===== config.mk =====
export PLATFORM = sky130hd
export DESIGN_NAME = wb_arb
export DESIGN_NICKNAME = d
export VERILOG_FILES = /design/src/rtl/wb_arb_pkg.sv /design/src/rtl/wb_arb_rr.sv /design/src/rtl/wb_arb.sv
export SDC_FILE = /design/constraint.sdc
export NUM_CORES = 1
export LEC_CHECK = 0
export BUFFER_PORTS_ARGS = -buffer_cell sky130_fd_sc_hd__buf_2
export CELL_PAD_IN_SITES_DETAIL_PLACEMENT = 0
export CELL_PAD_IN_SITES_GLOBAL_PLACEMENT = 2
export CORE_UTILIZATION = 10
export CTS_BUF_LIST = sky130_fd_sc_hd__clkbuf_8
export CTS_CLUSTER_SIZE = 10
export DETAILED_ROUTE_END_ITERATION = 16
export HOLD_SLACK_MARGIN = 0.05
export PLACE_DENSITY_LB_ADDON = 0.05
export SYNTH_ARGS = -nofsm -noshare
export SYNTH_HDL_FRONTEND = slang
export SYNTH_SLANG_ARGS = --single-unit

===== constraint.sdc =====
create_clock -name wbm_clk_i -period 1.7 [get_ports wbm_clk_i]
set_clock_uncertainty 0.05 [all_clocks]
set_input_delay 0.34 -clock wbm_clk_i [delete_from_list [all_inputs] [get_ports wbm_clk_i]]
set_output_delay 0.34 -clock wbm_clk_i [all_outputs]
set_load 0.02 [all_outputs]

===== src/rtl/wb_arb_pkg.sv =====
// Shared types and bus widths for the wb_arb round-robin Wishbone arbiter.
package wb_arb_pkg;
   typedef enum logic {ARB_IDLE, ARB_BUSY} arb_st_t;
   localparam int WB_AW = 32;
   localparam int WB_DW = 32;
   localparam int WB_SW = 4;
endpackage


===== src/rtl/wb_arb_rr.sv =====
// Combinational round-robin picker: first requester after ptr, wrapping modulo NM.
module wb_arb_rr #(
   parameter int NM = 2,
   parameter int PW = 1
) (
   input  logic [NM-1:0] req,
   input  logic [PW-1:0] ptr,
   output logic [NM-1:0] gnt,
   output logic          any
);
   logic          found;
   logic [PW-1:0] idx;

   always_comb begin
      gnt   = '0;
      found = 1'b0;
      idx   = '0;
      any   = |req;
      for (int i = 1; i <= NM; i++) begin
         idx = PW'((int'(ptr) + i) % NM);
         if (!found && req[idx]) begin
            gnt[idx] = 1'b1;
            found    = 1'b1;
         end
      end
   end
endmodule


===== src/rtl/wb_arb.sv =====
// Round-robin Wishbone arbiter, NM masters onto one slave, grant locked while cyc is held.
// Optional slave timeout enabled by defining WB_ARB_TIMEOUT_EN.
module wb_arb
   import wb_arb_pkg::*;
#(
   parameter int NM      = 2,
   parameter int TMO_CYC = 255
) (
   input  logic                wbm_clk_i,
   input  logic                wbm_rst_n,
   input  logic [NM-1:0]       m_cyc_i,
   input  logic [NM-1:0]       m_stb_i,
   input  logic [NM*WB_AW-1:0] m_adr_i,
   input  logic [NM-1:0]       m_we_i,
   input  logic [NM*WB_DW-1:0] m_dat_i,
   input  logic [NM*WB_SW-1:0] m_sel_i,
   output logic [WB_DW-1:0]    m_dat_o,
   output logic [NM-1:0]       m_ack_o,
   output logic [NM-1:0]       m_err_o,
   output logic                s_cyc_o,
   output logic                s_stb_o,
   output logic [WB_AW-1:0]    s_adr_o,
   output logic                s_we_o,
   output logic [WB_DW-1:0]    s_dat_o,
   output logic [WB_SW-1:0]    s_sel_o,
   input  logic [WB_DW-1:0]    s_dat_i,
   input  logic                s_ack_i,
   input  logic                s_err_i,
   output logic [NM-1:0]       gnt_o
);
   localparam int PW = (NM > 1) ? $clog2(NM) : 1;

   generate
      if (NM < 2 || NM > 8 || TMO_CYC < 1) begin : g_bad_param
         $error("wb_arb: NM must be 2..8 and TMO_CYC >= 1");
      end
   endgenerate

   arb_st_t           st, st_nx;
   logic [NM-1:0]     gnt, gnt_nx, pick;
   logic [PW-1:0]     ptr, ptr_nx, gidx, gidx_nx, pidx;
   logic              any, busy, tmo_hit;
   logic              g_cyc, g_stb, g_we;
   logic [WB_AW-1:0]  g_adr;
   logic [WB_DW-1:0]  g_dat;
   logic [WB_SW-1:0]  g_sel;

   wb_arb_rr #(.NM(NM), .PW(PW)) u_rr (
      .req (m_cyc_i & m_stb_i),
      .ptr (ptr),
      .gnt (pick),
      .any (any)
   );

   always_comb begin
      pidx = '0;
      for (int k = 0; k < NM; k++)
         if (pick[k]) pidx = PW'(k);
   end

   always_ff @(posedge wbm_clk_i) begin
      if (!wbm_rst_n) begin
         st   <= ARB_IDLE;
         gnt  <= '0;
         ptr  <= PW'(NM - 1);
         gidx <= '0;
      end else begin
         st   <= st_nx;
         gnt  <= gnt_nx;
         ptr  <= ptr_nx;
         gidx <= gidx_nx;
      end
   end

   // Release always passes through IDLE, so no same-cycle re-grant.
   always_comb begin
      st_nx   = st;
      gnt_nx  = gnt;
      ptr_nx  = ptr;
      gidx_nx = gidx;
      case (st)
         ARB_IDLE: if (any) begin
            st_nx   = ARB_BUSY;
            gnt_nx  = pick;
            gidx_nx = pidx;
         end
         ARB_BUSY: if (!g_cyc) begin
            st_nx  = ARB_IDLE;
            gnt_nx = '0;
            ptr_nx = gidx;
         end
         default: st_nx = ARB_IDLE;
      endcase
   end

   // One-hot AND-OR mux; grant is zero in IDLE so every s_* field reads 0.
   always_comb begin
      g_cyc = 1'b0;
      g_stb = 1'b0;
      g_we  = 1'b0;
      g_adr = '0;
      g_dat = '0;
      g_sel = '0;
      for (int k = 0; k < NM; k++) begin
         if (gnt[k]) begin
            g_cyc = m_cyc_i[k];
            g_stb = m_stb_i[k];
            g_we  = m_we_i[k];
            g_adr = m_adr_i[k*WB_AW +: WB_AW];
            g_dat = m_dat_i[k*WB_DW +: WB_DW];
            g_sel = m_sel_i[k*WB_SW +: WB_SW];
         end
      end
   end

   assign busy = (st == ARB_BUSY);

`ifdef WB_ARB_TIMEOUT_EN
   localparam int CW = $clog2(TMO_CYC + 1);
   logic [CW-1:0] tmo_cnt;
   logic          stall;

   assign stall   = busy & g_cyc & g_stb & ~s_ack_i & ~s_err_i;
   assign tmo_hit = stall & (tmo_cnt == CW'(TMO_CYC - 1));

   always_ff @(posedge wbm_clk_i) begin
      if (!wbm_rst_n)
         tmo_cnt <= '0;
      else if (!busy || !g_cyc || s_ack_i || s_err_i || tmo_hit)
         tmo_cnt <= '0;
      else if (g_stb)
         tmo_cnt <= tmo_cnt + 1'b1;
   end
`else
   assign tmo_hit = 1'b0;
`endif

   assign s_cyc_o = g_cyc;
   assign s_stb_o = g_cyc & g_stb & ~tmo_hit;
   assign s_adr_o = g_adr;
   assign s_we_o  = g_we;
   assign s_dat_o = g_dat;
   assign s_sel_o = g_sel;

   // Gating with the granted cyc discards a late ack after the master has given up.
   assign m_ack_o = gnt & {NM{g_cyc & s_ack_i & ~s_err_i}};
   assign m_err_o = gnt & {NM{g_cyc & (s_err_i | tmo_hit)}};
   assign m_dat_o = busy ? s_dat_i : '0;
   assign gnt_o   = gnt;
endmodule


==> summary.json, run 1 <==
{
  "synth_async_sr_flop_share": {"value": 0, "unit": "%"},
  "unrepaired_setup_endpoints_after_global_routing": {"value": "yes"},
  "synth_enable_flop_cells": {"value": 0},
  "fp.dieH": {"value": 119, "unit": "um"},
  "ant_nets": {"value": 0},
  "tightest_slew_margin_relative_to_the_limit": {"value": 82.6, "unit": "%"},
  "std_cell_core_area": {"value": 13200, "unit": "um2"},
  "layout_worst_path_cycle_share": {"value": 102, "unit": "%"},
  "die_area": {"value": 14000, "unit": "um2"},
  "final-setup-viol-count": {"value": 46},
  "cts_tree": {"value": "done"},
  "first_global_vias": {"value": 2419},
  "post_synth_inst_count": {"value": 157},
  "synth_area_leaders": {"value": "a22o_2, and2_1, dfxtp_1"},
  "power-per-cell-area": {"value": 478, "unit": "nW/um2"},
  "drc_marker_count_from_the_first_detailed_route_iteration": {"value": 59},
  "avgViaCountPerCell": {"value": 3.97},
  "final_cell_count_no_fill": {"value": 625},
  "fmaxAchievable": {"value": 576, "unit": "MHz"},
  "slew_violations": {"value": 0},
  "ys_dominant_reg_cell": {"value": "dfxtp_1"},
  "wire_length_of_the_first_global_routing_pass": {"value": 13100, "unit": "um"},
  "cap_violations": {"value": 0},
  "dp.cells": {"value": 608},
  "timing.critical_path.fanout_max": {"value": 9},
  "critical_path_arrival": {"value": 1.34, "unit": "ns"},
  "synth_area_per_cell": {"value": 8.65, "unit": "um2"},
  "routedWlPerCell": {"value": 15.5, "unit": "um"},
  "preCtsSetupSlack": {"value": 0.135, "unit": "ns"},
  "crit_required": {"value": 1.31, "unit": "ns"},
  "critPathLaunchType": {"value": "flip-flop"},
  "worstSetupEndpointType": {"value": "output port"},
  "synth_top_area_share": {"value": 44.2, "unit": "%"},
  "die-width": {"value": 119, "unit": "um"},
  "detail_placement_hpwl": {"value": 7350, "unit": "um"},
  "synth.ff_latch_count": {"value": 5},
  "clk_transition_reported_paths": {"value": 0.03, "unit": "ns"},
  "power.static_leakage": {"value": 0.00212, "unit": "uW"},
  "fill_cell_total_of_the_finished_layout": {"value": 1446},
  "detail_route.drc_violations": {"value": 0},
  "post-route-worst-setup-slack": {"value": -0.0350, "unit": "ns"},
  "status": {"value": "finished, violations left"},
  "synth.net_count": {"value": 335},
  "violated_checks": {"value": "setup timing"},
  "ff_latch_area": {"value": 105, "unit": "um2"},
  "measured_slew_at_the_worst_slew_check_pin": {"value": 0.262, "unit": "ns"},
  "number_of_levels_in_the_clock_h_tree": {"value": 1},
  "layout-drive-gt1-share": {"value": 84.6, "unit": "%"},
  "clk-insertion-delay-late": {"value": 0.22, "unit": "ns"},
  "antenna_found_initial": {"value": 0},
  "place_congestion": {"value": 0.729},
  "detailroute.via_count": {"value": 2481},
  "cts_buffers": {"value": 3},
  "ctsHoldBuffers": {"value": 0},
  "grt_max_degree": {"value": 38},
  "areaGrowthSynthToFinish": {"value": 177, "unit": "%"},
  "tritoncts_num_sinks": {"value": 5},
  "fp-row-count": {"value": 42},
  "start_util": {"value": 10.3, "unit": "%"},
  "synth.yosys.seq_area_share": {"value": 7.37, "unit": "%"},
  "most_frequent_cell_after_synthesis": {"value": "a22o_2"},
  "number_of_inserted_diodes": {"value": 0},
  "max-clock-path-buffers": {"value": 2},
  "ios": {"value": 287},
  "count_of_nets_after_finishing": {"value": 628},
  "global_route.overflow_total": {"value": 0},
  "yosys_warnings": {"value": 0},
  "number_of_distinct_library_cells_after_synthesis": {"value": 32},
  "buffer_ports.inserted": {"value": 286},
  "drtPass1Iterations": {"value": 4},
  "post_synth_instance_area": {"value": 1360, "unit": "um2"},
  "synth_largest_area_cell": {"value": "a22o_2"},
  "multiInputGateArea": {"value": 1240, "unit": "um2"},
  "cts-root-buf": {"value": "clkbuf_8"},
  "peakVddDrop": {"value": 0.127, "unit": "mV"},
  "report.final.hold_viol_count": {"value": 0},
  "global_route.usage.total": {"value": 11.8, "unit": "%"},
  "timing.final.crit_period": {"value": 1.73, "unit": "ns"},
  "netlist_top_cells_count": {"value": "a22o_2, and2_1, a22o_1, buf_2, clkbuf_8"},
  "type_of_the_worst_min_delay_path": {"value": "in -> reg"},
  "criticalPathCategory": {"value": "reg -> out"},
  "finalWirelength": {"value": 9720, "unit": "um"},
  "setup-tns-final": {"value": -0.813, "unit": "ns"}
}
[critical path, cell delays in order (launching register included)]
cell	delay [ns]
dfxtp_4	0.35
nor2b_4	0.17
buf_12	0.18
clkbuf_16	0.17
a22o_2	0.14
buf_6	0.11
[kinds of logic (layout without fill, tap and decap cells)]
family	Yosys count	count (layout)	share of synthesized area, %
AO/OA/AOI/OAI	81	81	57.0
buffers and inverters	21	313	12.8
flip-flops	5	5	7.37
multiplexers	1	1	0.737
AND/OR/NAND/NOR	49	49	22.1
[state kept, by name, indices dropped and copies added (netlist names)]
signal / count
gidx: 1
busy: 1
ptr: 1
gnt_o: 2
[layer usage]
metal | global-route usage [%] | part of all wire [%]
met1 | 12.2 | 37
met2 | 24.2 | 54
met3 | 2.22 | 7.5
met4 | 2.29 | 0.90
met5 | 0 | 0
[path summary, 6_finish.rpt]
path | endpoint | startpoint | depth (start not counted) | slack (ns)
max | s_dat_o[7] | gnt_o[1] | 5 | -0.03
min | busy | wbm_rst_n | 2 | 0.35
max reg2reg | ptr | gnt_o[1] | 4 | 0.46
min reg2reg | ptr | ptr | 1 | 0.41
[what timing repair did]
action / 4_1_cts / 5_1_grt
setup buffers: 5 / 2
pin swaps: 2 / 2
setup endpoints to repair: 72 / 72
gates cloned: 1 / 6
gates resized for setup: 83 / 69
[metrics by stage]
step	hold slack [ns]	utilization [%]	instance area, um2	power [uW]
6_report	0.350	28.4	3760	1800
5_1_grt	0.363	28.4	3760	1900
4_1_cts	0.348	25.1	3320	1610
3_5_place_dp	0.397	22.4	2970	1240
3_3_place_gp	0.385	22.4	2970	1250
2_1_floorplan	0.368	-	1360	784
[area by class of cell]
| class | count | area share (%) |
|---|---|---|
| clock buffers | 3 | 1.10 |
| clock inverters | 1 | 0.0999 |
| inverters | 1 | 0.0999 |
| multi-input cells | 131 | 32.9 |
| flip-flops and latches | 5 | 2.80 |
| well taps | 176 | 5.86 |
| repair buffers | 308 | 57.1 |
[where the power goes]
part / internal (uW) / total [uW] / switching [uW]
sequential: 129 / 136 / 6.99
clock: 155 / 210 / 55.4
combinational: 763 / 1450 / 687
[placed cells by master (no fill, tap or decap), drive strengths merged]
| cell type | n |
|---|---|
| clkbuf | 7 |
| a41o | 1 |
| inv | 2 |
| dfxtp | 5 |
| a21o | 2 |
| nand2 | 5 |
| o22ai | 1 |
| or3 | 1 |
| o21ai | 1 |
| nand3b | 1 |
| and3 | 3 |
| buf | 304 |
| o211ai | 1 |
| a21boi | 1 |
| mux2i | 1 |
| and4b | 1 |
| a21oi | 3 |
| and2 | 32 |
| nor2b | 1 |
| nand2b | 2 |
| nand3 | 2 |
| a22oi | 1 |
| a22o | 69 |
| nor3b | 1 |
| o211a | 1 |
(Power assumes the default switching activity.)
==> run 2, diff against run 1 <==
Settings changed: CORE_MARGIN from default to 2.
Clock period 1.7 ns to 1.8 ns, I/O delays scaled along.
==> run 2 against run 1 <==
Net effect: the run now ends clean; non-clock buffer count is 8 lower; largest cell class unchanged; critical path depth stayed put; worst setup slack better by 0.083 ns; sequential power is 5% lower; via count is 2.1% lower; hold slack better by 0.021 ns; sequential share of layout area is 0.53 points higher.
==> summary.json, run 2 (synthesis results as in run 1) <==
{
  "avgViaCountPerCell": {"value": 3.94, "change": "-0.79%"},
  "detailroute.via_count": {"value": 2430, "change": "-2.1%"},
  "final-setup-viol-count": {"value": 0, "change": "-100%"},
  "drc_marker_count_from_the_first_detailed_route_iteration": {"value": 55, "change": "-6.8%"},
  "buffer_ports.inserted": {"value": 286, "change": "unchanged"},
  "fill_cell_total_of_the_finished_layout": {"value": 1524, "change": "+5.4%"},
  "wire_length_of_the_first_global_routing_pass": {"value": 12900, "unit": "um", "change": "-1.5%"},
  "clk_transition_reported_paths": {"value": 0.04, "unit": "ns", "change": "about the same"},
  "peakVddDrop": {"value": 0.221, "unit": "mV", "change": "+75%"},
  "switching_share": {"value": 45.2, "unit": "%", "change": "+3.5 points"},
  "type_of_the_worst_min_delay_path": {"value": "in -> reg"},
  "place_congestion": {"value": 0.757, "change": "+3.8%"},
  "critical_path_arrival": {"value": 1.34, "unit": "ns", "change": "about the same"},
  "worstSetupEndpointType": {"value": "output port"},
  "clk-insertion-delay-late": {"value": 0.22, "unit": "ns", "change": "about the same"},
  "grt_max_degree": {"value": 42, "change": "+11%"},
  "share_comb_of_total_power": {"value": 77.0, "unit": "%", "change": "-3.7 points"},
  "criticalPathCategory": {"value": "reg -> out"},
  "timing.final.crit_period": {"value": 1.75, "unit": "ns"},
  "global_route.usage.total": {"value": 11.3, "unit": "%", "change": "-0.52 points"},
  "ios": {"value": 287, "change": "unchanged"},
  "p_int": {"value": 786, "unit": "uW", "change": "-25%"},
  "number_of_levels_in_the_clock_h_tree": {"value": 1, "change": "unchanged"},
  "critical_path.top_delay_family": {"value": "buffers and inverters"},
  "finalWirelength": {"value": 9560, "unit": "um", "change": "-1.6%"},
  "seq_power_share": {"value": 9.0, "unit": "%", "change": "+1.4 points"},
  "number_of_inserted_diodes": {"value": 0, "change": "unchanged"},
  "worstPathBufferInverterCount": {"value": 3, "change": "unchanged"},
  "max-clock-path-buffers": {"value": 2, "change": "unchanged"},
  "cts_buffers": {"value": 3, "change": "unchanged"},
  "clkPwrFrac": {"value": 14.0, "unit": "%", "change": "+2.3 points"},
  "power.static_leakage": {"value": 0.00192, "unit": "uW", "change": "-9.4%"},
  "timing.reg2reg.setup_slack": {"value": 0.54, "unit": "ns", "change": "+0.08 ns"},
  "layout_worst_path_cycle_share": {"value": 97.4, "unit": "%"},
  "final_cell_count_no_fill": {"value": 617, "change": "-1.3%"},
  "detail_route.drc_violations": {"value": 0, "change": "unchanged"},
  "crit_path_top_delay_cell": {"value": "dfxtp_2"},
  "timing.critical_path.fanout_max": {"value": 7, "change": "-2"},
  "cts_tree": {"value": "done"},
  "critPathMaxStageDelay": {"value": 0.31, "unit": "ns", "change": "-0.04 ns"},
  "drtPass1Iterations": {"value": 5, "change": "+1"},
  "std_cell_core_area": {"value": 13200, "unit": "um2", "change": "unchanged"},
  "die_area": {"value": 14500, "unit": "um2", "change": "+3.4%"},
  "status": {"value": "finished clean"},
  "first_global_vias": {"value": 2335, "change": "-3.5%"},
  "final_cell_area": {"value": 3160, "unit": "um2", "change": "-16%"},
  "ant_nets": {"value": 0, "change": "unchanged"},
  "final.hold.worst_slack": {"value": 0.371, "unit": "ns", "change": "+0.0205 ns"},
  "global_route.overflow_total": {"value": 0, "change": "unchanged"},
  "crit_required": {"value": 1.39, "unit": "ns", "change": "+0.08 ns"},
  "start_util": {"value": 10.3, "unit": "%", "change": "unchanged"},
  "critPathLaunchType": {"value": "flip-flop"},
  "slew_violations": {"value": 0, "change": "unchanged"},
  "count_of_nets_after_finishing": {"value": 620, "change": "-1.3%"},
  "layout.cells.most_common": {"value": "buf_2"},
  "cap_violations": {"value": 0, "change": "unchanged"},
  "routedWlPerCell": {"value": 15.5, "unit": "um", "change": "-0.35%"},
  "path_cells": {"value": "nor2b_4 -> buf_6 -> clkbuf_16 -> a22o_4 -> buf_4"},
  "tritoncts_num_sinks": {"value": 5, "change": "unchanged"},
  "unrepaired_setup_endpoints_after_global_routing": {"value": "yes"},
  "report.final.hold_viol_count": {"value": 0, "change": "unchanged"},
  "fp.dieH": {"value": 121, "unit": "um", "change": "+1.7%"},
  "fp-row-count": {"value": 42, "change": "unchanged"},
  "die-width": {"value": 121, "unit": "um", "change": "+1.7%"},
  "largest_register_ffs": {"value": 2, "change": "unchanged"},
  "finalCoreUtilization": {"value": 23.9, "unit": "%", "change": "-4.5 points"},
  "areaGrowthSynthToFinish": {"value": 133, "unit": "%"},
  "dp.cells": {"value": 607, "change": "-0.16%"},
  "power-per-cell-area": {"value": 454, "unit": "nW/um2", "change": "-5.1%"},
  "design_power_total": {"value": 1430, "unit": "uW", "change": "-20%"},
  "mostFrequentLayoutCells": {"value": "buf_2, a22o_2, and2_1"},
  "fmaxAchievable": {"value": 571, "unit": "MHz"},
  "tightest_slew_margin_relative_to_the_limit": {"value": 85.0, "unit": "%", "change": "+2.4 points"},
  "antenna_found_initial": {"value": 1, "change": "+1"},
  "p_sw": {"value": 649, "unit": "uW", "change": "-13%"},
  "layout-drive-gt1-share": {"value": 84.6, "unit": "%", "change": "about the same"},
  "cts-root-buf": {"value": "clkbuf_8"},
  "measured_slew_at_the_worst_slew_check_pin": {"value": 0.226, "unit": "ns", "change": "-0.0360 ns"},
  "ctsHoldBuffers": {"value": 0, "change": "unchanged"},
  "placed_area": {"value": 2960, "unit": "um2", "change": "-0.25%"},
  "detail_placement_hpwl": {"value": 7850, "unit": "um", "change": "+6.8%"}
}
==> run 2: changes by cell type in the layout (fill, tap and decap cells not counted) <==
| cell | delta |
|---|---|
| a22o_2 | +19 |
| a22o_4 | -17 |
| buf_12 | -1 |
| buf_6 | -57 |
| buf_8 | -1 |
| clkbuf_16 | -2 |
| nand2_1 | +1 |
| buf_2 | +55 |
| nand2_2 | -1 |
| clkbuf_4 | +3 |
| a22o_1 | -2 |
| buf_4 | -5 |
==> run 2: metal layers <==
layer  vias to the layer above  GRT usage, %  wire [um]
met5                         -             0         13
met1                      1074          12.2       3520
met2                       157          22.8       5130
met4                         2          1.53         79
li1                       1189             -          -
met3                         8          2.08        810
==> run 2: path summary, 6_finish.rpt <==
| check | start | endpoint | depth (start not counted) |
|---|---|---|---|
| min | wbm_rst_n | busy | 2 |
| max | gnt_o[0] | s_we_o | 5 |
| max reg2reg | gnt_o[1] | ptr | 4 |
| min reg2reg | ptr | ptr | 1 |
==> run 2: cell type report <==
cell class	instances	area (um2)	area share [%]
repair buffers	300	1680	53.1
clock buffers	3	41.3	1.31
multi-input cells	131	1110	35.0
clock inverters	1	3.75	0.119
inverters	1	3.75	0.119
flip-flops and latches	5	105	3.32
well taps	176	220	6.96
==> run 2: power groups by stage <==
stage	logic, uW	registers [uW]	clock network [uW]
3_3_place_gp	1060	134	0
2_1_floorplan	605	135	0
5_1_grt	1180	131	215
4_1_cts	1050	132	206
6_report	1100	129	201
3_5_place_dp	1040	133	0
==> run 2: repair_timing <==
item	in CTS	in global routing
resized for setup	3	21
pin swaps	0	1
cloned	0	2
buffers inserted	0	4
setup endpoints to repair	3	55
==> run 2: metrics by stage <==
step,setup WS [ns],setup TNS (ns)
after floorplan,0.167,0
after global placement,0.239,0
after detailed placement,0.221,0
after CTS,-0.00382,-0.00382
after global routing,-0.0153,-0.0199
final,0.0476,0
